<file path="config.mk">
export PLATFORM = sky130hd
export DESIGN_NAME = tdm_demux_2ch
export DESIGN_NICKNAME = d
export VERILOG_FILES = /design/src/rtl/tdm_demux_2ch.sv
export SDC_FILE = /design/constraint.sdc
export NUM_CORES = 1
export LEC_CHECK = 0
export BUFFER_PORTS_ARGS = -buffer_cell sky130_fd_sc_hd__clkbuf_2
export CAP_MARGIN = 30
export CORE_AREA = 2 2 56 58
export CTS_CLUSTER_DIAMETER = 120
export DETAILED_ROUTE_END_ITERATION = 6
export DIE_AREA = 0 0 58 60
export GPL_TIMING_DRIVEN = 0
export PLACE_DENSITY_LB_ADDON = 0.12
export SYNTH_ARGS = -nofsm -noshare
export SYNTH_HDL_FRONTEND = slang
export SYNTH_SLANG_ARGS = --single-unit
</file>
<file path="constraint.sdc">
create_clock -name clk -period 1.6 [get_ports clk]
set_input_delay 0.24 -clock clk [delete_from_list [all_inputs] [get_ports clk]]
set_output_delay 0.24 -clock clk [all_outputs]
set_load 0.01 [all_outputs]
</file>
<file path="src/rtl/tdm_demux_2ch.sv">
// Two-channel TDM demultiplexer: steers an interleaved sample stream into registered
// per-channel outputs, tracking slot alignment and counting dropped samples.
module tdm_demux_2ch #(
    parameter int WIDTH = 8,
    parameter int CNT_W = 8
) (
    input  logic             clk,
    input  logic             rst_n,
    input  logic [WIDTH-1:0] din,
    input  logic             din_valid,
    input  logic             frame_sync,
    output logic [WIDTH-1:0] y0,
    output logic [WIDTH-1:0] y1,
    output logic             y0_valid,
    output logic             y1_valid,
    output logic             pair_valid,
    output logic             sync_err,
    output logic             locked,
    output logic [CNT_W-1:0] drop_cnt
);

    typedef enum logic [1:0] {
        IDLE = 2'd0,
        EXP1 = 2'd1,
        EXP0 = 2'd2
    } state_t;

    localparam logic [CNT_W-1:0] CNT_MAX = '1;

    state_t state;

    // Pulses default low every cycle; only an accepted sample raises them.
    always_ff @(posedge clk or negedge rst_n) begin
        if (!rst_n) begin
            state      <= IDLE;
            y0         <= '0;
            y1         <= '0;
            y0_valid   <= 1'b0;
            y1_valid   <= 1'b0;
            pair_valid <= 1'b0;
            sync_err   <= 1'b0;
            locked     <= 1'b0;
            drop_cnt   <= '0;
        end else begin
            y0_valid   <= 1'b0;
            y1_valid   <= 1'b0;
            pair_valid <= 1'b0;
            sync_err   <= 1'b0;
            if (din_valid) begin
                case (state)
                    IDLE: begin
                        if (frame_sync) begin
                            y0       <= din;
                            y0_valid <= 1'b1;
                            state    <= EXP1;
                            locked   <= 1'b1;
                        end else if (drop_cnt != CNT_MAX) begin
                            drop_cnt <= drop_cnt + 1'b1;
                        end
                    end
                    EXP1: begin
                        if (frame_sync) begin
                            // Slot 1 went missing: restart the frame on this sample.
                            sync_err <= 1'b1;
                            y0       <= din;
                            y0_valid <= 1'b1;
                        end else begin
                            y1         <= din;
                            y1_valid   <= 1'b1;
                            pair_valid <= 1'b1;
                            state      <= EXP0;
                        end
                    end
                    EXP0: begin
                        if (frame_sync) begin
                            y0       <= din;
                            y0_valid <= 1'b1;
                            state    <= EXP1;
                        end else begin
                            sync_err <= 1'b1;
                            if (drop_cnt != CNT_MAX) begin
                                drop_cnt <= drop_cnt + 1'b1;
                            end
                            state  <= IDLE;
                            locked <= 1'b0;
                        end
                    end
                    default: begin
                        state  <= IDLE;
                        locked <= 1'b0;
                    end
                endcase
            end
        end
    end

endmodule

</file>
==> results.toml <==
[critical_path]
path_cells = "nor3b_4 -> and3_1 -> nand4_1 -> mux2_2"
arrival_ns = 1.73
crit_buf_inv = 0
crit_family = "simple AND/OR/NAND/NOR gates"
crit_cells = 4
crit_type = "reg2reg"
slowest_stage = "dfrtp_1"
cp-end-kind = "register"
cp-start-kind = "register"
slowest_delay_ns = 0.45
crit_fanout = 5
r2r_cells = 4
required_ns = 1.82

[place]
gp_congestion = 0.7799
hpwlAfterDp_um = 1558
io_buffers = 39
preCtsSetupSlack_ns = -0.1023

[clock_tree]
clk_pin_slew_ns = 0.10
cts_inserted_buffers = 5
clock_latency_ns = 0.33
clock_sinks = 30
htree_num_levels = 2
cts_tree = "built"
cts-root-buf = "clkbuf_4"
clockBufferDepth = 2

[layout]
fill_cells = 279
diodes = 0
nets = 153
regArea_um2 = 752.0
area_delta_synth_final_pct = 31.98
layout-drive-gt1-share_pct = 53.19
multi_input_area_um2 = 465.4

[power_and_ir_drop]
internal_power_mw = 1.756
pwr-share-clk_pct = 32.7
peakVddDrop_v = 0.001087
p_per_area_mw_per_mm2 = 1495
netSwitchingPower_uw = 667.3
combPwrFrac_pct = 22.9
sw_frac_of_total_pct = 27.53
pwr-share-seq_pct = 44.5
leakage_nw = 0.7993

[sta]
rsz0062_at_grt = "false"
fmax_mhz = 661.1
holdWs_ns = 0.1487
slew_violations = 0
fin_ws_ns = 0.08745
hold_viol = 0
worstMarginPinSlew_ns = 0.7397
setup_viol = 0
finClkSkew_ns = 0.008655
max-slew-margin-rel_pct = 50.69
period_needed_ns = 1.513
min_period_over_period_pct = 94.53

[synthesis]
yosysWarnings = 0
synthCells = 91
yosys.area.top_type = "dfrtp_1"
syn-cell-area_mm2 = 0.001229
synth-seq-cells = 30
synth_nets = 104
yosysSeqAreaShare_pct = 61.10
yosys-top-cells-area = "dfrtp_1, mux2_2, xnor2_1"
syn_area_per_cell_um2 = 13.50
yosysUniqueCellTypes = 25
synth_top_area_share_pct = 61.10

[floorplanning]
io_pins = 41
start_util_pct = 42.33
die_y_um = 60
die-area_mm2 = 0.003480
fp.coreArea_mm2 = 0.002903
rows = 20
die_x_um = 58

[detailed_routing]
drc = 0
ant_nets = 0
wl_per_cell_um = 12.81
first_pass_iters = 4
drt-initial-drc-count = 21
wl_um = 2229
vias_per_cell = 5.098
route.vias.total = 887

[global_route]
grt_pass1_vias = 832
antenna_found_initial = 0
grt-ovfl-total = 0
grt_max_degree = 31
grt_pass1_wl_um = 3505
grt_use_total_pct = 14.25

[status]
status = "finished, final reports clean"

[worst_hold_path]
whs_path_depth = 2
hp-class = "in2reg"

[flow_run]
cap_violations = 0
[worst register-to-register path, stage by stage (launching register included)]
cell and delay [ns]:
dfrtp_1 0.45, nor3b_4 0.29, and3_1 0.27, nand4_1 0.12
mux2_2 0.28
[sequential cells by signal, indices dropped and copies added, names as in the netlist]
name and cells:
drop_cnt 8, locked 1, pair_valid 1, state 2, sync_err 1, y0 8, y0_valid 1, y1 8
[synth_stat cells]
master / count
a31oi_1: 2
a21o_1: 1
mux2i_1: 1
nand3_1: 5
mux2_2: 19
nand2_1: 4
inv_2: 1
dfrtp_1: 30
and4_1: 1
o22ai_1: 1
buf_2: 1
and3_1: 1
buf_4: 1
a41oi_1: 1
nand2b_1: 1
inv_1: 4
nor2_1: 4
nor3b_2: 1
nand4_1: 2
o21ai_0: 2
nor2b_1: 1
a21oi_1: 2
nor4_4: 1
xnor2_1: 3
ha_1: 1
[stage by stage]
stage               setup TNS, ns  utilization, %  total power, mW  area, um^2  instances
CTS                             0           55.17            2.425        1602        174
finish                          0           55.86            2.424        1622        174
global route                    0           55.86            2.572        1622        174
floorplan                       0               -            1.365        1229         91
global placement          -0.6959           50.47            1.593        1465        163
detailed placement        -0.7729           50.47            1.617        1465        163
[logic make-up (layout without fill, tap and decap cells)]
logic type,after synthesis,count (layout),share of synthesized area [%]
fa+ha+maj,1,1,1.018
simple gates,21,21,10.49
xor+xnor,3,3,2.139
flops,30,30,61.10
compound gates,9,9,4.481
buf+inv,7,57,2.545
mux,20,20,18.23
[worst paths after layout]
check,slack (ns),from,end
setup / recovery,0.09,state[0],drop_cnt[5]
setup reg to reg,0.09,state[0],drop_cnt[5]
hold / removal,0.15,din[0],y0[0]
max in group asynchronous,0.59,rst_n,drop_cnt[0]
hold reg to reg,0.51,y1[0],y1[0]
min in group asynchronous,0.50,rst_n,y1[5]
[area by class of cell]
cell class              instances  area share (%)
flip-flops and latches         30           46.37
multi-input cells              54           28.70
repair buffers                 42           13.58
clock inverters                 2           3.704
clock buffers                   6           3.164
well taps                      33           2.546
inverters                       5           1.157
plain buffers                   2          0.7716
[power groups by stage]
stage          registers [mW]  logic (mW)  clock network, mW
2_1_floorplan            1.14       0.221                  0
3_3_place_gp             1.07       0.525                  0
3_5_place_dp             1.08       0.538                  0
4_1_cts                  1.06       0.547              0.815
5_1_grt                  1.11       0.615              0.850
6_report                 1.08       0.555              0.791
[timing repair]
action / in CTS / in global routing
endpoints found under the setup margin: 8 / 2
buffers inserted: 2 / 0
gates resized for setup: 0 / 4
pin swaps: 1 / 0
hold buffers: 1 / 0
hold endpoints to repair: 30 / 0
[routing by layer]
| metal | GRT usage [%] | part of all wire (%) |
|---|---|---|
| met5 | 0 | 0 |
| met4 | 10.96 | 2.8 |
| met3 | 4.545 | 6.0 |
| met2 | 24.68 | 53 |
| met1 | 14.17 | 38 |
[cell usage in the layout (no fill, tap or decap), drive strengths merged, types with 2 or more instances in the layout]
master,Yosys,layout
clkbuf,0,45
dfrtp,30,30
mux2,19,19
nand3,5,5
inv,5,5
nor2,4,4
nand2,4,4
buf,2,4
xnor2,3,3
a21oi,2,2
nand4,2,2
o21ai,2,2
a31oi,2,2
bufinv,0,2
Power figures use the tool's default switching activity.
